## config.mk

```make
export PLATFORM = sky130hd
export DESIGN_NAME = fifo_srl_flex
export DESIGN_NICKNAME = d
export VERILOG_FILES = /design/src/rtl/fifo_pkg.sv /design/src/rtl/srl_shift_array.sv /design/src/rtl/fifo_srl_flex.sv
export SDC_FILE = /design/constraint.sdc
export NUM_CORES = 1
export LEC_CHECK = 0
export CAP_MARGIN = 0
export CORE_ASPECT_RATIO = 0.5
export CORE_MARGIN = 5
export CORE_UTILIZATION = 56
export CTS_CLUSTER_SIZE = 25
export DETAILED_ROUTE_END_ITERATION = 6
export PLACE_DENSITY_LB_ADDON = 0.3
export SLEW_MARGIN = 0
export SYNTH_ARGS = -nofsm -noshare
export SYNTH_HDL_FRONTEND = slang
export SYNTH_SLANG_ARGS = --single-unit
```

## constraint.sdc

```tcl
create_clock -name clkIn -period 99.7 [get_ports clkIn]
set_input_delay 14.955 -clock clkIn [delete_from_list [all_inputs] [get_ports clkIn]]
set_output_delay 14.955 -clock clkIn [all_outputs]
set_load 0.02 [all_outputs]
```

## src/rtl/fifo_pkg.sv

```systemverilog
// fifo_pkg: shared sizing helpers and default thresholds for the flexible SRL FIFO.
package fifo_pkg;
  localparam int unsigned DEF_AFULL_MARGIN = 2;
  localparam int unsigned DEF_AEMPTY_THRESH = 2;
  function automatic int unsigned fifo_level_width(input int unsigned depth);
    return $clog2(depth + 2);
  endfunction
  function automatic int unsigned fifo_cap(input int unsigned depth, input int unsigned output_reg);
    return depth + ((output_reg != 0) ? 1 : 0);
  endfunction
endpackage

```

## src/rtl/srl_shift_array.sv

```systemverilog
// srl_shift_array: plain shift storage, new data enters at index 0, indexed read port.
module srl_shift_array #(
  parameter int unsigned DATA_WIDTH = 32,
  parameter int unsigned DEPTH = 16,
  parameter int unsigned IDX_W = 5
) (
  input  logic                  clk,
  input  logic                  shift_en,
  input  logic [DATA_WIDTH-1:0] wr_data,
  input  logic [IDX_W-1:0]      rd_idx,
  output logic [DATA_WIDTH-1:0] rd_data
);
  logic [DATA_WIDTH-1:0] mem_q [DEPTH];
  logic [DATA_WIDTH-1:0] mem_d [DEPTH];
  always_comb begin
    for (int i = 0; i < DEPTH; i++) mem_d[i] = shift_en ? (i == 0 ? wr_data : mem_q[i-1]) : mem_q[i];
    rd_data = '0;
    for (int i = 0; i < DEPTH; i++) if (rd_idx == IDX_W'(i)) rd_data = mem_q[i];
  end
  always_ff @(posedge clk) mem_q <= mem_d;
endmodule

```

## src/rtl/fifo_srl_flex.sv

```systemverilog
// fifo_srl_flex: valid/ready SRL FIFO with optional output register, level, thresholds, flush, sticky overflow.
module fifo_srl_flex import fifo_pkg::*; #(
  parameter int unsigned DATA_WIDTH = 32,
  parameter int unsigned FIFO_DEPTH = 16,
  parameter int unsigned OUTPUT_REG = 1,
  parameter int unsigned AFULL_THRESH = FIFO_DEPTH - DEF_AFULL_MARGIN,
  parameter int unsigned AEMPTY_THRESH = DEF_AEMPTY_THRESH,
  localparam int unsigned LEVEL_WIDTH = fifo_level_width(FIFO_DEPTH)
) (
  input  logic                   clkIn,
  input  logic                   rstNIn,
  input  logic                   flushIn,
  input  logic                   clrErrIn,
  input  logic [DATA_WIDTH-1:0]  wrDataIn,
  input  logic                   wrValidIn,
  output logic                   wrReadyOut,
  output logic [DATA_WIDTH-1:0]  rdDataOut,
  output logic                   rdValidOut,
  input  logic                   rdReadyIn,
  output logic [LEVEL_WIDTH-1:0] levelOut,
  output logic                   almostFullOut,
  output logic                   almostEmptyOut,
  output logic                   overflowOut
);
  localparam int unsigned CAP = fifo_cap(FIFO_DEPTH, OUTPUT_REG);
  localparam logic OREG = OUTPUT_REG != 0;
  logic [LEVEL_WIDTH-1:0] level_q, level_d, srl_cnt, rd_idx;
  logic [DATA_WIDTH-1:0] out_q, out_d, srl_rd_data;
  logic wr_ready_q, wr_ready_d, rd_valid_q, rd_valid_d;
  logic afull_q, afull_d, aempty_q, aempty_d, ovf_q, ovf_d;
  logic wr_en, rd_en, live, load, bypass, shift_en;
  assign wr_en = wrValidIn & wr_ready_q;
  assign rd_en = rdReadyIn & rd_valid_q;
  assign live = rstNIn & ~flushIn;
  always_comb begin
    level_d = flushIn ? '0 : level_q + LEVEL_WIDTH'(wr_en) - LEVEL_WIDTH'(rd_en);
    wr_ready_d = 32'(level_d) < CAP;
    rd_valid_d = level_d != '0;
    afull_d = 32'(level_d) >= AFULL_THRESH;
    aempty_d = 32'(level_d) <= AEMPTY_THRESH;
    ovf_d = (wrValidIn & ~wr_ready_q & live) | (ovf_q & ~clrErrIn);
    // with an output register, a non-empty FIFO always keeps its head there
    srl_cnt = level_q - LEVEL_WIDTH'(rd_valid_q & OREG);
    rd_idx = srl_cnt - LEVEL_WIDTH'(1);
    load = OREG & (~rd_valid_q | rd_en);
    bypass = load & (srl_cnt == '0);
    shift_en = live & wr_en & ~bypass;
    out_d = load ? (bypass ? (wr_en ? wrDataIn : out_q) : srl_rd_data) : out_q;
  end
  always_ff @(posedge clkIn) begin
    if (!rstNIn) begin
      level_q <= '0;
      wr_ready_q <= 1'b0;
      rd_valid_q <= 1'b0;
      afull_q <= 1'b0;
      aempty_q <= 1'b1;
      ovf_q <= 1'b0;
      out_q <= '0;
    end else begin
      level_q <= level_d;
      wr_ready_q <= wr_ready_d;
      rd_valid_q <= rd_valid_d;
      afull_q <= afull_d;
      aempty_q <= aempty_d;
      ovf_q <= ovf_d;
      out_q <= out_d;
    end
  end
  srl_shift_array #(.DATA_WIDTH(DATA_WIDTH), .DEPTH(FIFO_DEPTH), .IDX_W(LEVEL_WIDTH)) u_srl (
    .clk(clkIn),
    .shift_en(shift_en),
    .wr_data(wrDataIn),
    .rd_idx(rd_idx),
    .rd_data(srl_rd_data)
  );
  assign rdDataOut = OREG ? out_q : srl_rd_data;
  assign wrReadyOut = wr_ready_q;
  assign rdValidOut = rd_valid_q;
  assign levelOut = level_q;
  assign almostFullOut = afull_q;
  assign almostEmptyOut = aempty_q;
  assign overflowOut = ovf_q;
endmodule
```

## Word level (Yosys, flattened, before mapping)

Cells that the tools add are included.

- Register bits: 554
- Input bits: 38
- Output and inout bits: 42
- Word-level logic and storage cells: 85

- Add/sub/neg operators: 4
- Magnitude comparators: 3
- Equal/unequal tests: 16
- Mux-type cells: 19
- Bitwise gates (word level): 16
- Reductions and logical operators: 4

Operators with widths:

| kind | number |
|---|---|
| 32-bit two-way mux | 18 |
| 5-bit by 4-bit equality test with 1-bit output, second input constant | 8 |
| 5-bit by 3-bit equality test with 1-bit output, second input constant | 4 |
| 5-bit by 2-bit equality test with 1-bit output, second input constant | 2 |
| 5-bit zero test | 2 |
| 5-bit by 1-bit subtractor with 5-bit output | 2 |
| 1-bit AND | 9 |
| 5-bit by 1-bit adder with 5-bit output | 1 |
| 5-bit by 1-bit equality test with 1-bit output, second input constant | 1 |
| 5-bit by 4-bit greater-or-equal comparator with 1-bit output, second input constant | 1 |
| 5-bit by 2-bit less-or-equal comparator with 1-bit output, second input constant | 1 |
| 5-bit less-than comparator, second input constant | 1 |
| 5-bit two-way mux | 1 |
| 1-bit inverter | 5 |
| 5-bit nonzero test | 1 |
| 5-bit by 1-bit subtractor with 5-bit output, second input constant | 1 |
| 2-bit inequality test, second input constant | 1 |
| 1-bit OR | 2 |
| 2-bit AND reduction | 1 |

## Longest topological paths before layout

Gate-level depths: netlist of the first run.

- Depth after elaboration: 20
- Mapped depth: 14
- Mapped depth without buffers: 11

## Modules after synthesis

From an unflattened synthesis of the first run, not the netlist that was laid out.

- Cell total of the unflattened synthesis: 1526
- Area total of the unflattened synthesis: 22858.2 µm²

By module, submodules not included:

| module | instances | cells each | area an instance (µm²) | seq. area each (µm²) |
|---|---|---|---|---|
| srl_shift_array | 1 | 1255 | 20459.6 | 15374.7 |
| fifo_srl_flex | 1 | 271 | 2398.6 | 840.8 |

## Least setup slack after synthesis of the first run

Ideal clock, no wire load.

- Kind: input to register
- Start point: input port rdReadyIn
- End point: register u_srl.mem_q[0] (netlist name), enable pin
- Library setup time: 2.014 ns
- Data arrival time: 50.148 ns
- Required time: 97.686 ns
- Setup slack: 47.538 ns
- Stages on the path: 4
- Path buffers: 1
- Path through: nor2b_1 > clkbuf_1 > nor3_1 > nor3_1

- Longest elaborated chain between the ends: 5

RTL lines:

| element | RTL line | text |
|---|---|---|
| from (decl) | fifo_srl_flex.sv:19 | `input logic rdReadyIn,` |
| 1-bit AND | fifo_srl_flex.sv:33 | `assign rd_en = rdReadyIn & rd_valid_q;` |
| 1-bit OR | fifo_srl_flex.sv:45 | `load = OREG & (~rd_valid_q \| rd_en);` |
| 1-bit AND | fifo_srl_flex.sv:46 | `bypass = load & (srl_cnt == '0);` |
| 1-bit inverter | fifo_srl_flex.sv:47 | `shift_en = live & wr_en & ~bypass;` |
| 1-bit AND | fifo_srl_flex.sv:47 |  |
| net shift_en | fifo_srl_flex.sv:31 | `logic wr_en, rd_en, live, load, bypass, shift_en;` |
| to (signal assigned) | srl_shift_array.sv:20 | `always_ff @(posedge clk) mem_q <= mem_d;` |
| to (decl) | srl_shift_array.sv:13 | `logic [DATA_WIDTH-1:0] mem_q [DEPTH];` |

The timed path passes the listed nets, and every way through them passes these cells.
A chain may end at the register's enable or synchronous reset.

## Worst setup path in the final report of the first run

- Start point: input port rdReadyIn
- End point: register u_srl.mem_q[386] (netlist name), enable pin

Same word-level chain as after synthesis.

==> results of run 1 <==
## cells in the mapped netlist (4+ instances only)
cell,instances
a211o_1,21
a211oi_1,10
a21o_1,23
a21oi_1,67
a221o_1,5
a221oi_1,6
a222oi_1,6
a22o_1,10
a22oi_1,43
a2bb2oi_1,10
a31oi_1,10
a32o_1,7
and2_1,6
and3_1,21
buf_1,6
buf_2,53
buf_4,7
clkbuf_1,39
dfxtp_1,42
edfxtp_1,512
ha_1,9
inv_1,19
mux2_2,26
mux2i_1,48
mux4_2,10
nand2_1,73
nand2b_1,16
nand3_1,59
nor2_1,76
nor3_1,45
o2111ai_1,13
o211ai_1,15
o21ai_0,50
o21ai_1,16
o221a_1,6
o221a_2,4
o221ai_1,6
o22a_1,4
o22ai_1,44
o311ai_0,12
o32a_1,9
o32ai_1,7
or2_2,6
or3_1,12
xnor2_1,4
## power breakdown
| part | total, mW | internal, mW | switching, mW | leakage [nW] |
|---|---|---|---|---|
| combinational | 0.228 | 0.0790 | 0.149 | 2.64 |
| sequential | 0.282 | 0.272 | 0.00957 | 4.98 |
| clock | 0.181 | 0.101 | 0.0808 | 0.732 |
| total | 0.691 | 0.452 | 0.239 | 8.35 |
## worst paths after layout
check | startpoint | slack, ps | end
worst min register to register | u_srl.mem_q[254]$_DFFE_PP_ | 440 | u_srl.mem_q[222]$_DFFE_PP_
worst max register to register | levelOut[0]$_SDFF_PN0_ | 94830 | rdDataOut[24]$_SDFFE_PN0P_
worst max-delay path | rdReadyIn | 81210 | u_srl.mem_q[386]$_DFFE_PP_
worst min-delay path | u_srl.mem_q[254]$_DFFE_PP_ | 440 | u_srl.mem_q[222]$_DFFE_PP_
## cells by family (layout without fill, tap and decap cells)
kind of cell | Yosys count | count (layout)
compound gates | 426 | 426
mux | 84 | 84
simple gates | 332 | 332
xor+xnor | 7 | 7
flops | 554 | 554
fa+ha+maj | 10 | 10
buf+inv | 126 | 211
## per-layer routing
metal  part of all wire, %  vias to the layer above
met5                     0                        -
met4                   2.2                        0
met3                   9.7                       98
met2                    46                      795
met1                    42                     7239
li1                      -                     6251
## final cells by class
cell class	count	share of cell area [%]
flip-flops and latches	554	63.9
clock inverters	17	0.646
well taps	540	2.66
multi-input cells	859	23.3
clock buffers	66	5.23
inverters	21	0.310
repair buffers	107	3.94
## sequential cells by signal (all words and copies together), names as in the netlist
name,cells
u_srl.mem_q,512
rdDataOut,32
levelOut,5
almostEmptyOut,1
almostFullOut,1
overflowOut,1
rdValidOut,1
wrReadyOut,1
## worst max-delay path, stage by stage
cell	delay (ps)
clkdlybuf4s50_1	460
nor2b_1	730
nor3_1	300
nor3_2	260
buf_4	770
buf_4	1020
==> metrics.txt, run 1 <==
diodes inserted=0; R2R depth=10; pwr dens=between 20 and 30 mW/mm^2; GRT met1 Usage=about a third; mapped cell area=between 0.02 and 0.025 sq mm; met3 usage=roughly 5.4%; class of the worst hold path=register to register; Total Routing Usage GR=between 20% and 30%; die height=152 microns; CTS tree=built; num ports=80; pin count of the biggest net entering global routing=about 100; Chip Width=slightly below 300 microns; Slew Limit Headroom=roughly 18%; total leakage power=8.35 nW; post-synthesis cell type with the largest combined area=edfxtp_1; Seq/Total Area, Yosys=a little under three quarters; layout overhead on the synthesized area=12.1%; compound-cell area share of the yosys netlist=13.5%; crit path max fanout=97; pre-CTS setup slack=80710 ps; first-pass GRT wire length=between 80000 and 90000 microns; DR vias=approximately 14000; final net count=~1600; endpoints failing hold=0; Cell Area, Placed=~0.024 sq mm; CTS sink count=554; Core Util, Final=a little over three fifths; Clock Latency Late Sink=570 ps; power after layout=roughly 690 uW; syn_nets=roughly 1600; grt ovf=0; Residual DRC=0; cts hold-fix bufs=0; fin cells=around 2200; post-synthesis mux area share=~4.4%; Synth Area in Simple Gates=approximately 7.1%; CP Data Required Time=between 90000 and 100000 ps; RSZ-0062 raised after global routing=no; Gate Count Post-Synth=about 1500; Setup-failing EPs final=0; Synth Area in XOR/XNOR=less than 1%; H-tree levels=2; initial DRC count=1851; Longest Clk Path Bufs=3; register area=0.0162 sq mm; hpwl dp=approximately 33000 microns; clk slew on worst S/H paths=~70 ps; CP Capture Type=register; GRT Max-Usage Layer=met2; share of post-route cells with drive strength above 1=under 10%; Fill cells=2875; final RePlAce weighted congestion=between 0.8 and 0.9; crit path DAT=approximately 19000 ps; average routed wire per standard cell=25.6 microns; main flop type after synthesis=edfxtp_1; Synth cell types=81; largest family of logic cells by synthesized area=compound AO/OA/AOI/OAI gates; final WL=around 55000 microns; placed cell count=approximately 2100; fin worst setup slack=between 80000 and 90000 ps; Detail Route Antenna Nets=0; EDFF count, synth=512; Yosys top cell area share=67.9%; effective utilization at floorplan=between 50% and 60%; clk_skew=slightly below 20 ps; clock buffer count from CTS=47; Ys Warns=0; post-CTS setup buffers=0; Synth Area in Adders=less than 1%; most frequent cells in the layout=512 x edfxtp_1, 79 x clkdlybuf4s50_1, 76 x nor2_1; Final Cycle Share=18.5%; final instance area=approximately 0.025 sq mm; PortBufs=just under 80; achievable clock frequency=between 0.05 and 0.06 GHz; #FFs+latches synth=between 500 and 600; Site Rows=52; commonest non-fill, non-tap cell in the layout=edfxtp_1; Slew Viols, Final=0; post-synthesis area per instance=about 15 sq um; core area=between 0.04 and 0.05 sq mm; Least-Margin Pin Slew=approximately 1200 ps; vias in the first global route=between 10000 and 15000; clock root buffer=clkbuf_16; Final Critical Period=approximately 18000 ps; outcome=finished clean; critical path class=primary input to register; multi-input logic area=a little under 0.006 sq mm; async set-reset flop share out of synthesis=0%; Setup crit start kind=primary input; initial antenna violation count=0; top cells by area, synth=edfxtp_1 68%, dfxtp_1 3.7%, mux2i_1 2.1%, a21oi_1 1.5%, a22oi_1 1.4%; met2 usage=roughly 37%; peak supply drop=approximately 0.000017 V; Die Footprint=0.0448 sq mm; # resized after CTS=0; DR pass1 iterations=6; vias per inst=~6.6; hold path depth=0; hold_ws=between 400 and 500 ps; max-cap violations=0; setup_tns=0 ps
No activity file was read; power rests on OpenSTA's default activity.
==> inputs of run 2 (changes only) <==
clock period = 18.4 ns   (was 99.7 ns; I/O delays follow)
==> metrics.txt, run 2 (same netlist as run 1, synthesis figures left out) <==
R2R Path End=u_srl.mem_q[390]$_DFFE_PP_; CTS sink count=554 (unchanged); hold path depth=0 (unchanged); Clock Latency Late Sink=580 ps (about the same); core area=0.0402 sq mm (unchanged); average routed wire per standard cell=26.5 microns (+3.6%); clock buffer count from CTS=48 (+2.1%); outcome=finished, violations left; effective utilization at floorplan=56.3% (unchanged); peak supply drop=0.000113 V (+560%); clk_skew=21.7 ps (+2.03 ps); layout overhead on the synthesized area=12.8%; PortBufs=79 (unchanged); launch point of the worst path=rdReadyIn; vias per inst=6.72 (+1.1%); Fill cells=2871 (-0.14%); hpwl dp=34000 microns (+3.5%); Setup-failing EPs final=0 (unchanged); initial DRC count=2071 (+12%); violated checks=design-rule violations; placed cell count=2081 (unchanged); CTS tree=built; pre-CTS setup slack=10730 ps (-69980 ps); crit path DAT=7320 ps (-11350 ps); clk slew on worst S/H paths=70 ps (about the same); setup_tns=0 ps (unchanged); achievable clock frequency=roughly 0.14 GHz; max-cap violations=0 (unchanged); crit path max fanout=94 (-3.1%); Comb pwr share=32.8% (-0.2 points); Flop pwr share=39.7% (-1.0 points); CP Capture Point=u_srl.mem_q[390]$_DFFE_PP_; Biggest register=u_srl.mem_q; initial antenna violation count=0 (unchanged); Pint=2.50 mW (+450%); FF-to-FF Start=levelOut[2]$_SDFF_PN0_; R2R depth=9 (-1); fin worst setup slack=11260 ps (-69950 ps); total leakage power=8.42 nW (+0.86%); post-CTS setup buffers=0 (unchanged); DR vias=14600 (+1.4%); first-pass GRT wire length=86800 microns (+2.3%); num ports=80 (unchanged); Cell Area, Placed=0.0239 sq mm (about the same); final WL=57600 microns (+3.9%); DR pass1 iterations=7 (+1); commonest non-fill, non-tap cell in the layout=edfxtp_1; Net Sw Frac=35.1% (+0.46 points); class of the worst hold path=register to register; Chip Width=294 microns (unchanged); Final Critical Period=a little over 7000 ps; grt ovf=0 (unchanged); vias in the first global route=14500 (+0.67%); Setup crit start kind=primary input; Slew Viols, Final=0 (unchanged); pwr dens=151 mW/mm^2 (+450%); Longest Clk Path Bufs=3 (unchanged); Final Cycle Share=just under 40%; final RePlAce weighted congestion=0.874 (+1.5%); cts hold-fix bufs=0 (unchanged); final net count=1639 (+0.061%); power after layout=3.85 mW (+460%); clock root buffer=clkbuf_16; pin count of the biggest net entering global routing=99 (+1.0%); diodes inserted=0 (unchanged); CP Capture Type=register; share of post-route cells with drive strength above 1=10.2% (+0.45 points); Detail Route Antenna Nets=0 (unchanged); # resized after CTS=0 (unchanged); Least-Margin Pin Slew=1210 ps (-10.8 ps); Largest register FFs=512 (unchanged); Slew Limit Headroom=19.0% (+0.62 points); final instance area=0.0256 sq mm (+0.64%); critical path class=primary input to register; Die Footprint=0.0448 sq mm (unchanged); fin cells=2170 (+0.28%); RSZ-0062 raised after global routing=no; most frequent cells in the layout=512 x edfxtp_1, 79 x clkdlybuf4s50_1, 76 x nor2_1; Sw Pwr=1.35 mW (+460%); H-tree levels=2 (unchanged); endpoints failing hold=0 (unchanged); Total Routing Usage GR=24.8% (+0.74 points); Residual DRC=8 (+8); CP Data Required Time=18580 ps (-81300 ps); clock share of power=27.5% (+1.2 points); die height=152 microns (unchanged); Site Rows=52 (unchanged); R2R Setup Slk=12950 ps (-81880 ps)
==> run 2: cell types whose count changed in the layout (fill, tap and decap cells not counted), moves of 2 or more <==
cell       change
clkinv_2       +2
clkbuf_8       -2
clkinv_8       +2
bufinv_16      +3
==> run 2: layout make-up <==
type | instances | area (sq um) | area share [%]
flip-flops and latches | 554 | 16200 | 63.5
multi-input cells | 859 | 5940 | 23.3
inverters | 21 | 78.8 | 0.309
clock buffers | 64 | 1320 | 5.17
well taps | 540 | 676 | 2.64
clock inverters | 25 | 315 | 1.23
repair buffers | 107 | 1000 | 3.92
==> run 2: worst min-delay path by stage <==
| stage | from | endpoint | slack (ps) |
|---|---|---|---|
| 2_1_floorplan | u_srl.mem_q[205]$_DFFE_PP_ | u_srl.mem_q[173]$_DFFE_PP_ | 420 |
| 3_3_place_gp | u_srl.mem_q[201]$_DFFE_PP_ | u_srl.mem_q[169]$_DFFE_PP_ | 420 |
| 3_5_place_dp | u_srl.mem_q[232]$_DFFE_PP_ | u_srl.mem_q[200]$_DFFE_PP_ | 430 |
| 4_1_cts | u_srl.mem_q[232]$_DFFE_PP_ | u_srl.mem_q[200]$_DFFE_PP_ | 440 |
| 5_1_grt | u_srl.mem_q[510]$_DFFE_PP_ | u_srl.mem_q[478]$_DFFE_PP_ | 450 |
| 6_report | u_srl.mem_q[438]$_DFFE_PP_ | u_srl.mem_q[406]$_DFFE_PP_ | 440 |
==> run 2: worst max-delay path, stage by stage <==
cell and delay [ps]:
clkdlybuf4s50_1 440, nor2b_1 690, nor3_1 340, nor3_4 230, buf_4 790, buf_4 890
buf_4 1010
==> run 2: power by group through the flow <==
| stage | registers [mW] | clock network [mW] | logic [mW] |
|---|---|---|---|
| floorplan | 1.59 | 0 | 0.795 |
| global placement | 1.55 | 0 | 1.20 |
| detailed placement | 1.55 | 0 | 1.23 |
| CTS | 1.53 | 1.07 | 1.24 |
| global route | 1.53 | 1.12 | 1.34 |
| finish | 1.53 | 1.06 | 1.26 |
==> run 2: stage by stage <==
| step | hold slack (ps) | util, % |
|---|---|---|
| after floorplan | 417 | - |
| after global placement | 422 | 59.5 |
| after detailed placement | 428 | 59.5 |
| after CTS | 445 | 63.5 |
| after global routing | 453 | 63.5 |
| final | 442 | 63.5 |
==> run 2: metal layers <==
metal	global-route usage [%]	wire length, microns	vias to the layer above
met5	0	0	-
met4	7.05	1600	0
met3	6.16	6600	118
met2	37.9	26000	915
met1	35.9	23400	7306
li1	-	-	6244
